File: src/rtl/tx_clk_supervisor_pkg.sv
// ============================================================================
// Module   : tx_clk_pkg
// Brief    : Shared types and defaults for the TX clock supervisor.
// Revision : 1.0 - initial release
// ============================================================================
`default_nettype none

package tx_clk_pkg;

    typedef enum logic [1:0] {
        ST_RST_DCM   = 2'd0,
        ST_WAIT_LOCK = 2'd1,
        ST_STABLE    = 2'd2,
        ST_READY     = 2'd3
    } state_t;

    localparam int c_DCM_RST_CYCLES      = 4;
    localparam int c_LOCK_TIMEOUT_CYCLES = 65535;
    localparam int c_LOCK_STABLE_CYCLES  = 1024;
    localparam int c_FILTER_DEPTH        = 4;

    function automatic logic [7:0] sat_inc8(input logic [7:0] v);
        return (v == 8'hFF) ? v : v + 8'd1;
    endfunction

endpackage

`default_nettype wire

File: src/rtl/tx_clk_supervisor_if.sv
// ============================================================================
// Module   : tx_clk_supervisor_if
// Brief    : DCM control/status and tx_engine qualification bundle.
// Revision : 1.0 - initial release
// ============================================================================
`default_nettype none

interface tx_clk_supervisor_if;
    logic       dcm_locked;
    logic       dcm_reset;
    logic       tx_ready;
    logic       tx_rst;
    logic       lock_lost;
    logic [7:0] retry_count;

    modport master (
        input  dcm_locked,
        output dcm_reset, tx_ready, tx_rst, lock_lost, retry_count
    );

    modport slave (
        output dcm_locked,
        input  dcm_reset, tx_ready, tx_rst, lock_lost, retry_count
    );
endinterface

`default_nettype wire

File: src/rtl/tx_clk_supervisor_sync_2ff.sv
// ============================================================================
// Module   : sync_2ff
// Brief    : Generic single-bit two-flop synchronizer, sync active-high reset.
// Revision : 1.0 - initial release
// ============================================================================
`default_nettype none

module sync_2ff (
    input  wire logic clk,
    input  wire logic rst,
    input  wire logic i_d,
    output logic      o_q
);
    logic r_meta;
    logic r_sync;

    always_ff @(posedge clk) begin
        if (rst) begin
            r_meta <= 1'b0;
            r_sync <= 1'b0;
        end else begin
            r_meta <= i_d;
            r_sync <= r_meta;
        end
    end

    assign o_q = r_sync;
endmodule

`default_nettype wire

File: src/rtl/tx_clk_supervisor.sv
// ============================================================================
// Module   : tx_clk_supervisor
// Brief    : TX DCM reset sequencing, lock qualification and retry; runs on
//            the free-running reference clock. Option: TXCLK_LOCK_FILTER_EN.
// Revision : 1.0 - initial release
// ============================================================================
`default_nettype none

module tx_clk_supervisor
    import tx_clk_pkg::*;
#(
    parameter int DCM_RST_CYCLES      = c_DCM_RST_CYCLES,
    parameter int LOCK_TIMEOUT_CYCLES = c_LOCK_TIMEOUT_CYCLES,
    parameter int LOCK_STABLE_CYCLES  = c_LOCK_STABLE_CYCLES,
    parameter int CNT_W               = 16
) (
    input  wire logic           txclk,
    input  wire logic           reset,
    tx_clk_supervisor_if.master bus
);
    localparam logic [CNT_W-1:0] c_RST_LAST = CNT_W'(DCM_RST_CYCLES - 1);
    localparam logic [CNT_W-1:0] c_TO_LAST  = CNT_W'(LOCK_TIMEOUT_CYCLES - 1);
    localparam logic [CNT_W-1:0] c_STB_LAST = CNT_W'(LOCK_STABLE_CYCLES - 1);
    localparam logic [CNT_W-1:0] c_CNT_ONE  = CNT_W'(1);

    state_t           r_state, w_state_nxt;
    logic [CNT_W-1:0] r_cnt, w_cnt_nxt;
    logic [7:0]       r_retry, w_retry_nxt;
    logic             r_dcm_reset, r_tx_ready, r_tx_rst, r_lock_lost;
    logic             w_dcm_reset_nxt, w_tx_ready_nxt, w_lock_lost_nxt;
    logic             w_lock_s;
    logic             w_loss;

    sync_2ff u_sync (
        .clk (txclk),
        .rst (reset),
        .i_d (bus.dcm_locked),
        .o_q (w_lock_s)
    );

`ifdef TXCLK_LOCK_FILTER_EN
    // Loss only after c_FILTER_DEPTH consecutive low samples while qualified.
    logic [1:0] r_filt, w_filt_nxt;

    always_comb begin
        w_filt_nxt = r_filt;
        if (w_lock_s || !(r_state == ST_STABLE || r_state == ST_READY))
            w_filt_nxt = 2'd0;
        else if (r_filt != 2'(c_FILTER_DEPTH - 1))
            w_filt_nxt = r_filt + 2'd1;
    end

    always_ff @(posedge txclk) begin
        if (reset) r_filt <= 2'd0;
        else       r_filt <= w_filt_nxt;
    end

    assign w_loss = !w_lock_s && (r_filt == 2'(c_FILTER_DEPTH - 1));
`else
    assign w_loss = !w_lock_s;
`endif

    always_ff @(posedge txclk) begin
        if (reset) begin
            r_state     <= ST_RST_DCM;
            r_cnt       <= '0;
            r_retry     <= 8'd0;
            r_dcm_reset <= 1'b1;
            r_tx_ready  <= 1'b0;
            r_tx_rst    <= 1'b1;
            r_lock_lost <= 1'b0;
        end else begin
            r_state     <= w_state_nxt;
            r_cnt       <= w_cnt_nxt;
            r_retry     <= w_retry_nxt;
            r_dcm_reset <= w_dcm_reset_nxt;
            r_tx_ready  <= w_tx_ready_nxt;
            r_tx_rst    <= ~w_tx_ready_nxt;
            r_lock_lost <= w_lock_lost_nxt;
        end
    end

    // Every terminal compare leaves the state, so r_cnt never wraps.
    always_comb begin
        w_state_nxt = r_state;
        w_cnt_nxt   = r_cnt;
        w_retry_nxt = r_retry;
        case (r_state)
            ST_RST_DCM: begin
                if (r_cnt == c_RST_LAST) begin
                    w_state_nxt = ST_WAIT_LOCK;
                    w_cnt_nxt   = '0;
                end else begin
                    w_cnt_nxt   = r_cnt + c_CNT_ONE;
                end
            end
            ST_WAIT_LOCK: begin
                if (w_lock_s) begin
                    w_state_nxt = ST_STABLE;
                    w_cnt_nxt   = '0;
                end else if (r_cnt == c_TO_LAST) begin
                    w_state_nxt = ST_RST_DCM;
                    w_cnt_nxt   = '0;
                    w_retry_nxt = sat_inc8(r_retry);
                end else begin
                    w_cnt_nxt   = r_cnt + c_CNT_ONE;
                end
            end
            ST_STABLE: begin
                if (w_loss) begin
                    w_state_nxt = ST_WAIT_LOCK;
                    w_cnt_nxt   = '0;
                end else if (r_cnt == c_STB_LAST) begin
                    w_state_nxt = ST_READY;
                    w_cnt_nxt   = '0;
                end else begin
                    w_cnt_nxt   = r_cnt + c_CNT_ONE;
                end
            end
            ST_READY: begin
                if (w_loss) begin
                    w_state_nxt = ST_RST_DCM;
                    w_cnt_nxt   = '0;
                end
            end
            default: begin
                w_state_nxt = ST_RST_DCM;
                w_cnt_nxt   = '0;
            end
        endcase
    end

    // Outputs are decoded from the next state so they align with it.
    always_comb begin
        w_dcm_reset_nxt = (w_state_nxt == ST_RST_DCM);
        w_tx_ready_nxt  = (w_state_nxt == ST_READY);
        w_lock_lost_nxt = (r_state == ST_READY) && w_loss;
    end

    assign bus.dcm_reset   = r_dcm_reset;
    assign bus.tx_ready    = r_tx_ready;
    assign bus.tx_rst      = r_tx_rst;
    assign bus.lock_lost   = r_lock_lost;
    assign bus.retry_count = r_retry;
endmodule

`default_nettype wire

File: src/flat_wrapper.sv
// flat-port wrapper written by rule: the top's interface ports become plain ports
module tx_clk_supervisor_flat import tx_clk_pkg::*;
#(
    parameter int DCM_RST_CYCLES      = c_DCM_RST_CYCLES,
    parameter int LOCK_TIMEOUT_CYCLES = c_LOCK_TIMEOUT_CYCLES,
    parameter int LOCK_STABLE_CYCLES  = c_LOCK_STABLE_CYCLES,
    parameter int CNT_W               = 16
)
  (txclk, reset, bus_dcm_locked, bus_dcm_reset, bus_tx_ready, bus_tx_rst, bus_lock_lost, bus_retry_count);
  tx_clk_supervisor_if bus_i ();
  input  wire logic txclk;
  input  wire logic reset;
  input wire logic [$bits(bus_i.dcm_locked)-1:0] bus_dcm_locked;
  output wire logic [$bits(bus_i.dcm_reset)-1:0] bus_dcm_reset;
  output wire logic [$bits(bus_i.tx_ready)-1:0] bus_tx_ready;
  output wire logic [$bits(bus_i.tx_rst)-1:0] bus_tx_rst;
  output wire logic [$bits(bus_i.lock_lost)-1:0] bus_lock_lost;
  output wire logic [$bits(bus_i.retry_count)-1:0] bus_retry_count;
  assign bus_i.dcm_locked = bus_dcm_locked;
  assign bus_dcm_reset = bus_i.dcm_reset;
  assign bus_tx_ready = bus_i.tx_ready;
  assign bus_tx_rst = bus_i.tx_rst;
  assign bus_lock_lost = bus_i.lock_lost;
  assign bus_retry_count = bus_i.retry_count;
  tx_clk_supervisor #(.DCM_RST_CYCLES(DCM_RST_CYCLES), .LOCK_TIMEOUT_CYCLES(LOCK_TIMEOUT_CYCLES), .LOCK_STABLE_CYCLES(LOCK_STABLE_CYCLES), .CNT_W(CNT_W)) u_core (.txclk(txclk), .reset(reset), .bus(bus_i));
endmodule
File: config.mk
export PLATFORM = sky130hd
export DESIGN_NAME = tx_clk_supervisor_flat
export DESIGN_NICKNAME = d
export VERILOG_FILES = /design/src/rtl/tx_clk_supervisor_pkg.sv /design/src/rtl/tx_clk_supervisor_if.sv /design/src/rtl/tx_clk_supervisor_sync_2ff.sv /design/src/rtl/tx_clk_supervisor.sv /design/src/flat_wrapper.sv
export SDC_FILE = /design/constraint.sdc
export NUM_CORES = 1
export LEC_CHECK = 0
export BUFFER_PORTS_ARGS = -buffer_cell sky130_fd_sc_hd__buf_2
export CORE_MARGIN = 2
export CORE_UTILIZATION = 50
export CTS_CLUSTER_DIAMETER = 200
export DETAILED_ROUTE_END_ITERATION = 8
export PLACE_DENSITY = 0.75
export SLEW_MARGIN = 20
export SYNTH_ARGS = -nofsm -noshare
export SYNTH_HDL_FRONTEND = slang
export SYNTH_SLANG_ARGS = --single-unit
File: constraint.sdc
create_clock -name txclk -period 3.15 [get_ports txclk]
set_clock_uncertainty 0.1 [all_clocks]
set_input_delay 0.315 -clock txclk [delete_from_list [all_inputs] [get_ports txclk]]
set_output_delay 0.315 -clock txclk [all_outputs]
set_load 0.02 [all_outputs]
==> results.yml <==
placement:
  dpl.hpwl_um: 2294
  gp_congestion: 0.8830
  portBuffers: 14
  dp_slack_ns: 0.9242
routing:
  first_pass_iters: 4
  routed_wl_um: 3301
  drc: 0
  ant_nets: 0
  wl_per_cell_um: 13.93
  via_per_inst: 5.684
  drt_iter0_drc: 89
  via_count: 1347
timing:
  rsz0062_at_grt: "no"
  setup_violations: 0
  hold_slack_ns: 0.1011
  slew_violations: 0
  worst_pin_slew_ns: 0.4660
  fin_crit_sh_pct: 71.28
  fin_ws_ns: 0.9046
  hold_viol: 0
  setup_tns_ns: 0
  max_freq_ghz: 0.4454
  timing.final.crit_period_ns: 2.245
  slew_headroom_pct: 68.82
global_routing:
  antenna_found_initial: 0
  grt_max_degree: 24
  grt_pass1_vias: 1307
  overflow: 0
  grt_pass1_wl_um: 5692
  grt_use_total_pct: 21.02
synth:
  avgSynthCellArea_um2: 9.003
  syn_area_um2: 1612
  yosysSeqAreaShare_pct: 39.75
  syn_inst: 179
  ys_types: 46
  syn-num-nets: 185
  yosysWarnings: 0
  synthArstFlopShare_pct: 0
  synth_edf_count: 0
  synth_seq_cells: 32
  synth_ff_type: "dfxtp_1"
worst_setup_path:
  required_ns: 3.27
  critPathMaxFanout: 7
  critical_path_class: "flip-flop to flip-flop"
  critPathCaptureType: "flip-flop"
  start_kind: "flip-flop"
  worstPathArrival_ns: 2.37
clock_network:
  ctsResizeCount: 0
  cts_tree: "built"
  htreeDepth: 2
  hold_buffers: 0
  post-cts-setup-buffer-count: 0
  insertion_delay_ns: 0.33
  cts_max_path_buffers: 2
  clock-sinks: 32
  clk_root_buffer_cell: "clkbuf_4"
  cts-buffers-inserted: 5
  clk_pin_slew_ns: 0.09
run_status:
  status: "complete, no violations"
die:
  die_h_um: 60.77
  coreArea_um2: 3053
  pin_count: 15
  die_x_um: 60.77
  start_util_pct: 52.79
  dieArea_um2: 3693
  rows: 20
final_layout:
  num-fill-cells: 306
  n_antenna_cell: 0
  drive_above_1_share_pct: 15.54
  fin_nets: 198
  area_growth_pct: 7.143
  postLayoutCoreUtil_pct: 56.56
job:
  drv_cap: 0
power_and_ir_drop:
  p_leak_nw: 0.6917
  p_total_mw: 0.7181
  powerDensity_nw_per_um2: 415.9
  ir_drop_mv: 0.2483
hold_path:
  hp-class: "primary input to flip-flop"
report_power, final:
group / leakage [nW] / switching, mW / internal, mW
clock: 0.0326 / 0.130 / 0.110
combinational: 0.400 / 0.0356 / 0.0212
sequential: 0.259 / 0.00899 / 0.413
total: 0.692 / 0.174 / 0.544
flip-flops by register name, indices dropped and copies added (netlist names):
name                    flops
u_core.bus.dcm_reset        1
u_core.bus.lock_lost        1
u_core.bus.retry_count      8
u_core.bus.tx_ready         1
u_core.bus.tx_rst           1
u_core.r_cnt               16
u_core.r_state              2
u_core.u_sync.o_q           1
u_core.u_sync.r_meta        1
logic make-up after synthesis:
logic type	synth area share, %
and+or+nand+nor	31.99
DFF	39.75
AOI/OAI and AO/OA	12.35
xor gates and xnor gates	6.522
buffers and inverters	5.201
muxes	1.863
adders and majority gates	2.329
placed cells by master, fill, tap and decap left out, types with 2 or more instances in the layout:
cell       n
ha_1       3
dfxtp_1   32
clkbuf_4   5
mux2i_1    3
nand2_1   13
nor2b_1    5
a21oi_1    7
nand4_1   10
xnor2_1    3
nor2_1    24
o21ai_0    4
nand4_2    2
xor2_1     9
nand3_1   13
a31oi_1    2
and3_1     7
inv_1      4
clkbuf_1   2
nor3_1     6
buf_2     14
nor4_1     2
critical path, cell delays in order, from the launching register on:
cell,delay (ns)
dfxtp_1,0.38
inv_1,0.09
ha_1,0.19
nand4_1,0.14
nor4_4,0.06
or3_4,0.37
a31oi_4,0.32
nand2_1,0.16
o311ai_1,0.33
final timing paths:
kind              depth (start not counted)                  from                   end  slack (ns)
setup / recovery                          8       u_core.r_cnt[0]      u_core.r_cnt[15]        0.90
hold / removal                            2        bus_dcm_locked  u_core.u_sync.r_meta        0.10
setup reg to reg                          8       u_core.r_cnt[0]      u_core.r_cnt[15]        0.90
hold reg to reg                           1  u_core.u_sync.r_meta     u_core.u_sync.o_q        0.35
area by class of cell:
type | count | area, um2 | share of cell area [%]
clock buffers | 8 | 58.81 | 3.406
inverters | 4 | 15.01 | 0.8696
multi-input cells | 135 | 887.1 | 51.38
flip-flops and latches | 32 | 640.6 | 37.10
well taps | 44 | 55.05 | 3.188
repair buffers | 14 | 70.07 | 4.058
through the flow:
step	area [um2]	std cells
global route	1727	237
detailed placement	1668	229
global placement	1668	229
CTS	1727	237
finish	1727	237
floorplan	1612	179
Yosys cell counts, types with 2 or more instances:
| master | number | area, um2 |
|---|---|---|
| dfxtp_1 | 32 | 640.6 |
| nor2_1 | 24 | 90.09 |
| nand2_1 | 13 | 48.80 |
| nand3_1 | 13 | 65.06 |
| nand4_1 | 10 | 62.56 |
| xor2_1 | 9 | 78.83 |
| a21oi_1 | 7 | 35.03 |
| and3_1 | 7 | 43.79 |
| nor3_1 | 6 | 30.03 |
| nor2b_1 | 5 | 31.28 |
| inv_1 | 4 | 15.01 |
| o21ai_0 | 4 | 20.02 |
| ha_1 | 3 | 37.54 |
| mux2i_1 | 3 | 30.03 |
| xnor2_1 | 3 | 26.28 |
| a31oi_1 | 2 | 12.51 |
| buf_4 | 2 | 15.01 |
| buf_6 | 2 | 22.52 |
| nand4_2 | 2 | 25.02 |
| nor4_1 | 2 | 12.51 |
per-layer routing:
layer / GRT usage, % / up-vias / part of all wire, %
met5: 0 / - / 0
met4: 11.18 / 0 / 1.9
met3: 5.757 / 7 / 6.6
met2: 33.49 / 46 / 48
met1: 25.85 / 622 / 44
li1: - / 672 / -
Power figures use the tool's default switching activity.
